<file path="src/rtl/sf_issue_ctrl_if.sv">
// Opcode type for the simple-fixed unit plus the issue/writeback handshake bundle.
// master = instruction source and writeback consumer; slave = sf_issue_ctrl.
package sf_pkg;
    typedef enum logic [2:0] {
        ADD_WORD                = 3'd0,
        ADD_WORD_IMMEDIATE      = 3'd1,
        SUBTRACT_FROM_WORD      = 3'd2,
        AND_WORD                = 3'd3,
        XOR_WORD                = 3'd4,
        IMMEDIATE_LOAD_HALFWORD = 3'd5,
        IMMEDIATE_LOAD_WORD     = 3'd6,
        IMMEDIATE_LOAD_ADDRESS  = 3'd7
    } opcode_t;
endpackage

interface sf_issue_if #(
    parameter int REG_ADDR_WD = 7,
    parameter int REG_DATA_WD = 128
);
    import sf_pkg::*;

    logic                   issue_valid;
    logic                   issue_ready;
    opcode_t                issue_opcode;
    logic [REG_ADDR_WD-1:0] issue_rt_addr;
    logic [REG_DATA_WD-1:0] issue_ra;
    logic [REG_DATA_WD-1:0] issue_rb;
    logic [9:0]             issue_i10;
    logic [15:0]            issue_i16;
    logic [17:0]            issue_i18;

    logic                   wb_valid;
    logic                   wb_ready;
    logic [REG_ADDR_WD-1:0] wb_rt_addr;
    logic [REG_DATA_WD-1:0] wb_data;

    modport master (
        output issue_valid, issue_opcode, issue_rt_addr, issue_ra, issue_rb,
               issue_i10, issue_i16, issue_i18, wb_ready,
        input  issue_ready, wb_valid, wb_rt_addr, wb_data
    );

    modport slave (
        input  issue_valid, issue_opcode, issue_rt_addr, issue_ra, issue_rb,
               issue_i10, issue_i16, issue_i18, wb_ready,
        output issue_ready, wb_valid, wb_rt_addr, wb_data
    );
endinterface

</file>
<file path="src/rtl/sf_issue_ctrl.sv">
// Issue/writeback sequencer for the simple-fixed unit: S1 registers operands into the
// combinational datapath, S2..SLATENCY carry tag and result to the writeback port.
module sf_issue_ctrl
    import sf_pkg::*;
#(
    parameter  int REG_ADDR_WD = 7,
    parameter  int REG_DATA_WD = 128,
    parameter  int LATENCY     = 2,
    localparam int CNT_WD      = $clog2(LATENCY + 1)
) (
    input  logic                   clk,
    input  logic                   rst,
    sf_issue_if.slave              bus,
    input  logic                   flush,
    output opcode_t                sf_opcode,
    output logic [REG_DATA_WD-1:0] sf_ra,
    output logic [REG_DATA_WD-1:0] sf_rb,
    output logic [9:0]             sf_i10,
    output logic [15:0]            sf_i16,
    output logic [17:0]            sf_i18,
    input  logic [REG_DATA_WD-1:0] sf_rt,
    input  logic [REG_ADDR_WD-1:0] hz_addr,
    output logic                   hz_hit,
    output logic [CNT_WD-1:0]      in_flight
);

    logic [LATENCY:1]                  vld_pipe;
    logic [LATENCY:1]                  drain;
    logic [LATENCY:1]                  can_load;
    logic [LATENCY:1][REG_ADDR_WD-1:0] rt_pipe;
    logic [LATENCY:2][REG_DATA_WD-1:0] res_pipe;
    logic                              accept;

    // Drain ripples back from the writeback port so a full stage can load
    // in the same cycle its occupant moves on (bubble collapse).
    always_comb begin
        drain             = '0;
        can_load          = '0;
        drain[LATENCY]    = vld_pipe[LATENCY] && bus.wb_ready;
        for (int k = LATENCY; k >= 2; k--) begin
            can_load[k]  = !vld_pipe[k] || drain[k];
            drain[k-1]   = vld_pipe[k-1] && can_load[k];
        end
        can_load[1] = !vld_pipe[1] || drain[1];
    end

    assign bus.issue_ready = rst && !flush && can_load[1];
    assign accept          = bus.issue_valid && bus.issue_ready;

    assign bus.wb_valid   = vld_pipe[LATENCY];
    assign bus.wb_rt_addr = rt_pipe[LATENCY];
    assign bus.wb_data    = res_pipe[LATENCY];

    always_comb begin
        hz_hit = 1'b0;
        for (int k = 1; k <= LATENCY; k++)
            if (vld_pipe[k] && (rt_pipe[k] == hz_addr)) hz_hit = 1'b1;
    end

    always_ff @(posedge clk or negedge rst) begin
        if (!rst) begin
            vld_pipe  <= '0;
            rt_pipe   <= '0;
            res_pipe  <= '0;
            in_flight <= '0;
            sf_opcode <= opcode_t'(3'd0);
            sf_ra     <= '0;
            sf_rb     <= '0;
            sf_i10    <= '0;
            sf_i16    <= '0;
            sf_i18    <= '0;
        end else begin
            if (accept) begin
                rt_pipe[1] <= bus.issue_rt_addr;
                sf_opcode  <= bus.issue_opcode;
                sf_ra      <= bus.issue_ra;
                sf_rb      <= bus.issue_rb;
                sf_i10     <= bus.issue_i10;
                sf_i16     <= bus.issue_i16;
                sf_i18     <= bus.issue_i18;
            end
            // Flush only kills valid bits; payload registers are left as they are.
            if (!flush && drain[1]) res_pipe[2] <= sf_rt;
            for (int k = 2; k <= LATENCY; k++)
                if (!flush && drain[k-1]) rt_pipe[k] <= rt_pipe[k-1];
            for (int k = 3; k <= LATENCY; k++)
                if (!flush && drain[k-1]) res_pipe[k] <= res_pipe[k-1];

            if (flush) begin
                vld_pipe  <= '0;
                in_flight <= '0;
            end else begin
                vld_pipe[1] <= accept || (vld_pipe[1] && !drain[1]);
                for (int k = 2; k <= LATENCY; k++)
                    vld_pipe[k] <= drain[k-1] || (vld_pipe[k] && !drain[k]);
                case ({accept, drain[LATENCY]})
                    2'b10:   in_flight <= in_flight + CNT_WD'(1);
                    2'b01:   in_flight <= in_flight - CNT_WD'(1);
                    default: in_flight <= in_flight;
                endcase
            end
        end
    end

endmodule

</file>
<file path="src/flat_wrapper.sv">
// flat-port wrapper written by rule: the top's interface ports become plain ports
module sf_issue_ctrl_flat import sf_pkg::*;
#(
    parameter  int REG_ADDR_WD = 7,
    parameter  int REG_DATA_WD = 128,
    parameter  int LATENCY     = 2,
    localparam int CNT_WD      = $clog2(LATENCY + 1)
)
  (clk, rst, flush, sf_opcode, sf_ra, sf_rb, sf_i10, sf_i16, sf_i18, sf_rt, hz_addr, hz_hit, in_flight, bus_issue_valid, bus_issue_opcode, bus_issue_rt_addr, bus_issue_ra, bus_issue_rb, bus_issue_i10, bus_issue_i16, bus_issue_i18, bus_wb_ready, bus_issue_ready, bus_wb_valid, bus_wb_rt_addr, bus_wb_data);
  sf_issue_if #(.REG_ADDR_WD(REG_ADDR_WD), .REG_DATA_WD(REG_DATA_WD)) bus_i ();
  input  logic clk;
  input  logic rst;
  input  logic flush;
  output opcode_t sf_opcode;
  output logic [REG_DATA_WD-1:0] sf_ra;
  output logic [REG_DATA_WD-1:0] sf_rb;
  output logic [9:0] sf_i10;
  output logic [15:0] sf_i16;
  output logic [17:0] sf_i18;
  input  logic [REG_DATA_WD-1:0] sf_rt;
  input  logic [REG_ADDR_WD-1:0] hz_addr;
  output logic hz_hit;
  output logic [CNT_WD-1:0] in_flight;
  input wire logic [$bits(bus_i.issue_valid)-1:0] bus_issue_valid;
  input wire logic [$bits(bus_i.issue_opcode)-1:0] bus_issue_opcode;
  input wire logic [$bits(bus_i.issue_rt_addr)-1:0] bus_issue_rt_addr;
  input wire logic [$bits(bus_i.issue_ra)-1:0] bus_issue_ra;
  input wire logic [$bits(bus_i.issue_rb)-1:0] bus_issue_rb;
  input wire logic [$bits(bus_i.issue_i10)-1:0] bus_issue_i10;
  input wire logic [$bits(bus_i.issue_i16)-1:0] bus_issue_i16;
  input wire logic [$bits(bus_i.issue_i18)-1:0] bus_issue_i18;
  input wire logic [$bits(bus_i.wb_ready)-1:0] bus_wb_ready;
  output wire logic [$bits(bus_i.issue_ready)-1:0] bus_issue_ready;
  output wire logic [$bits(bus_i.wb_valid)-1:0] bus_wb_valid;
  output wire logic [$bits(bus_i.wb_rt_addr)-1:0] bus_wb_rt_addr;
  output wire logic [$bits(bus_i.wb_data)-1:0] bus_wb_data;
  assign bus_i.issue_valid = bus_issue_valid;
  assign bus_i.issue_opcode = bus_issue_opcode;
  assign bus_i.issue_rt_addr = bus_issue_rt_addr;
  assign bus_i.issue_ra = bus_issue_ra;
  assign bus_i.issue_rb = bus_issue_rb;
  assign bus_i.issue_i10 = bus_issue_i10;
  assign bus_i.issue_i16 = bus_issue_i16;
  assign bus_i.issue_i18 = bus_issue_i18;
  assign bus_i.wb_ready = bus_wb_ready;
  assign bus_issue_ready = bus_i.issue_ready;
  assign bus_wb_valid = bus_i.wb_valid;
  assign bus_wb_rt_addr = bus_i.wb_rt_addr;
  assign bus_wb_data = bus_i.wb_data;
  sf_issue_ctrl #(.REG_ADDR_WD(REG_ADDR_WD), .REG_DATA_WD(REG_DATA_WD), .LATENCY(LATENCY)) u_core (.clk(clk), .rst(rst), .bus(bus_i), .flush(flush), .sf_opcode(sf_opcode), .sf_ra(sf_ra), .sf_rb(sf_rb), .sf_i10(sf_i10), .sf_i16(sf_i16), .sf_i18(sf_i18), .sf_rt(sf_rt), .hz_addr(hz_addr), .hz_hit(hz_hit), .in_flight(in_flight));
endmodule
</file>
<file path="config.mk">
export PLATFORM = sky130hd
export DESIGN_NAME = sf_issue_ctrl_flat
export DESIGN_NICKNAME = d
export VERILOG_FILES = /design/src/rtl/sf_issue_ctrl_if.sv /design/src/rtl/sf_issue_ctrl.sv /design/src/flat_wrapper.sv
export SDC_FILE = /design/constraint.sdc
export NUM_CORES = 1
export LEC_CHECK = 0
export CAP_MARGIN = 20
export CELL_PAD_IN_SITES_DETAIL_PLACEMENT = 1
export CELL_PAD_IN_SITES_GLOBAL_PLACEMENT = 2
export CORE_AREA = 4 4 343 345
export CTS_CLUSTER_SIZE = 30
export DETAILED_ROUTE_END_ITERATION = 12
export DIE_AREA = 0 0 347 349
export PLACE_DENSITY = 0.6
export REMOVE_ABC_BUFFERS = 1
export SLEW_MARGIN = 20
export SYNTH_ARGS = -nofsm -noshare
export SYNTH_HDL_FRONTEND = slang
export SYNTH_SLANG_ARGS = --single-unit
</file>
<file path="constraint.sdc">
create_clock -name clk -period 3.35 [get_ports clk]
set_input_delay 1.005 -clock clk [delete_from_list [all_inputs] [get_ports clk]]
set_output_delay 1.005 -clock clk [all_outputs]
set_load 0.005 [all_outputs]
</file>
==> results <==
## power by group through the flow
| stage | Clock (mW) | Sequential, mW | Combinational [mW] |
|---|---|---|---|
| after CTS | 6.90 | 7.25 | 4.75 |
| after global routing | 7.12 | 7.38 | 4.91 |
| after floorplan | 0 | 7.26 | 1.15 |
| after detailed placement | 0 | 7.32 | 4.73 |
| final | 6.59 | 7.22 | 4.63 |
| after global placement | 0 | 7.26 | 4.69 |
## cells by family after synthesis
family | count (synthesis)
and+or+nand+nor | 18
DFF | 449
buffers and inverters | 56
muxes | 445
xor gates and xnor gates | 16
AOI/OAI and AO/OA | 6
## routing by layer
layer  vias to the layer above  wire length [um]  share of wire  GRT usage
li1                       5381                 -              -          -
met5                         -                35        0.00049          0
met2                       536             37900           0.53      0.208
met3                       113              6150          0.086     0.0446
met1                      6191             25400           0.36      0.118
met4                         6              2000          0.028     0.0368
## final cells by class
class / count / area (um^2)
fill: 12500 / 84300
sequential: 449 / 11200
timing repair buffer: 936 / 9460
multi-input combinational: 485 / 5310
tap: 1512 / 1890
clock buffer: 82 / 1610
clock inverter: 23 / 407
antenna: 9 / 22.5
## cells in the final DEF (no fill, tap or decap)
cell type / netlist / final
xnor2_1: 10 / 10
diode_2: 0 / 9
and2b_4: 1 / 1
nor2_1: 5 / 5
buf_2: 11 / 1
clkbuf_8: 0 / 11
dlygate4sd2_1: 0 / 4
and3_1: 1 / 1
mux2_2: 445 / 445
inv_6: 0 / 1
dfrtp_1: 449 / 449
nor3b_1: 2 / 1
bufinv_16: 0 / 10
clkbuf_16: 0 / 56
a21oi_1: 2 / 2
nor3_1: 2 / 2
o21ai_0: 3 / 2
clkbuf_1: 0 / 15
clkinv_2: 0 / 8
buf_12: 0 / 16
clkdlybuf4s50_1: 0 / 885
nand2_1: 1 / 1
buf_8: 0 / 1
o21ai_2: 0 / 1
clkinv_8: 0 / 3
nor4_2: 0 / 1
nand2b_1: 1 / 1
dlymetal6s2s_1: 0 / 1
nand4_1: 3 / 3
nor3b_2: 0 / 1
clkinv_4: 0 / 1
xor2_1: 6 / 6
and3b_1: 1 / 1
buf_4: 8 / 28
a21boi_4: 1 / 1
## stage by stage
step | util | instances | TNS [ps] | cell area (um^2) | worst slack [ps]
finish | 0.262 | 3496 | 0 | 29900 | 193
global route | 0.262 | 3492 | 0 | 29900 | 68.1
CTS | 0.262 | 3487 | 0 | 29900 | 25.6
detailed placement | 0.244 | 3382 | -548 | 27900 | -510
global placement | 0.244 | 3382 | -617 | 27900 | -555
floorplan | - | 934 | -2345050 | 16500 | -8850
## state kept, by name (all words and copies together) (netlist names)
name                   flops
u_core.sf_ra             128
u_core.rt_pipe             7
u_core.sf_i10             10
u_core.sf_rb             128
u_core.vld_pipe            2
u_core.sf_i16             16
u_core.bus.wb_rt_addr      7
u_core.in_flight           2
u_core.bus.wb_data       128
u_core.sf_opcode           3
u_core.sf_i18             18
## timing repair
item | in CTS | in global routing
endpoints found under the setup margin | 2 | 1
buffers inserted | 0 | 0
pin swaps | 2 | 2
hold endpoints to repair | 0 | 0
resized for setup | 10 | 2
## how the worst max path moves through the flow
stage | start | end | slack, ps | depth (start not counted)
2_1_floorplan | bus_wb_ready | u_core.bus.wb_data[0]$_DFFE_PN0P_ | -8850 | 3
3_3_place_gp | hz_addr[1] | hz_hit | -560 | 6
3_5_place_dp | hz_addr[1] | hz_hit | -510 | 6
4_1_cts | hz_addr[1] | hz_hit | 30 | 6
5_1_grt | hz_addr[4] | hz_hit | 70 | 6
6_report | hz_addr[5] | hz_hit | 190 | 6
## worst register-to-register path, stage by stage, from the launching register on
cell and delay (ps):
dfrtp_1 460, and2b_4 200, buf_4 150, a21boi_4 220, buf_12 240, buf_12 320
mux2_2 380
==> flow_metrics.tcl <==
set metrics [dict create \
    synthTopCellsByArea "dfrtp_1, mux2_2, buf_6, xnor2_1, buf_4" \
    worst_slew_pin_slew_ps 811 \
    via_per_inst 3.50 \
    p_total_mw 18.4 \
    root_buffer "clkbuf_16" \
    power_frac_seq 0.392 \
    synth_top_area_share 0.658 \
    finalSetupViolCount 0 \
    powerDensity_nw_per_um2 616 \
    cts.hold.buffers_added 0 \
    wl_per_cell_um 20.4 \
    start_kind "input port" \
    ys.warnings.count 0 \
    cp-end-kind "primary output" \
    htreeDepth 2 \
    status "finished clean" \
    arrival_ps 2150 \
    vias 12200 \
    r2r_end "u_core.sf_ra[24]$_DFFE_PN0P_" \
    synth_flop_cell "dfrtp_1" \
    die_area_um2 121000 \
    rsz0062_at_grt "false" \
    rrSetupSlack_ps 1260 \
    remaining_drc_errors 0 \
    muxShareOfSynthArea 0.294 \
    post-route-period-util 0.942 \
    net-switching-power_mw 4.64 \
    crit_type "in -> out" \
    synth_edf_count 0 \
    ys_seq_elements 449 \
    clock-skew-final_ps 24.1 \
    yosys.area_share.simple 0.00609 \
    final_max_slew_viol_count 0 \
    min_path_type "in -> async" \
    synth_common_cells "dfrtp_1, mux2_2, buf_6" \
    cts_tree "done" \
    synth_top_family_by_area "multiplexers" \
    yosysMostFrequentCell "dfrtp_1" \
    p_sw_frac 0.252 \
    cp_slowest_cell "clkdlybuf4s50_1" \
    numCtsBuffers 56 \
    ioPinCount 893 \
    comb_power_share 0.251 \
    synth_area_um2 17100 \
    grt_pass1_vias 14200 \
    path_cells "clkdlybuf4s50_1 -> buf_4 -> xnor2_1 -> nand4_1 -> o21ai_2 -> buf_2" \
    synth_cell_type_count 20 \
    die_h_um 349 \
    power.leakage_nw 11.9 \
    crit_family "buffers and inverters" \
    p_int_mw 13.8 \
    r2r_cells 6 \
    cp_slowest_stage_delay_ps 470 \
    row_count 124 \
    dr.pass1.iters 4 \
    period_needed_ps 3160 \
    p_clk_frac 0.357 \
    syn_area_per_cell_um2 17.2 \
    antenna_left 0 \
    yosys.area_share.adder 0 \
    fmax_ghz 0.317 \
    synthToLayoutAreaGrowth_pct 75.4 \
    path_buf_inv 3 \
    ir_drop_mv 0.376 \
    grt_use_total 0.113 \
    cp_max_fo 2 \
    cts.sinks 449 \
    place.gp.congestion 0.839 \
    synthCells 990 \
    synth-seq-area-share 0.658 \
    clk_path_buf_depth 3 \
    coreArea_um2 114000 \
    path_clk_slew_ps 60 \
    grt_pass1_wl_um 103000 \
    required_ps 2340 \
    drtIter0Drc 351 \
    synth_top_cell_by_area "dfrtp_1" \
    grt_start_max_net_pins 139 \
    portBuffers 892 \
    start_util 0.149 \
    relSlewSlack 0.459 \
    clk_latency_ps 630 \
    grt_antenna_before_repair 15 \
    synth_compound_area_frac 0.00257 \
    hold_ws_ps 399 \
    nNetsFinal 2378 \
    synthArstFlopShare 1.00 \
    die_x_um 347 \
    wl_um 71500 \
    drive_above_1_share 0.297 \
    max_cap_violations 0 \
    synth_xor_area_frac 0.00821 \
    place_hpwl_um 57200 \
    hold_viol 0 \
    grt_overflow 0 \
    r2r-start "u_core.vld_pipe[2]$_DFF_PN0_" \
]
No activity file was read; power rests on OpenSTA's default activity.
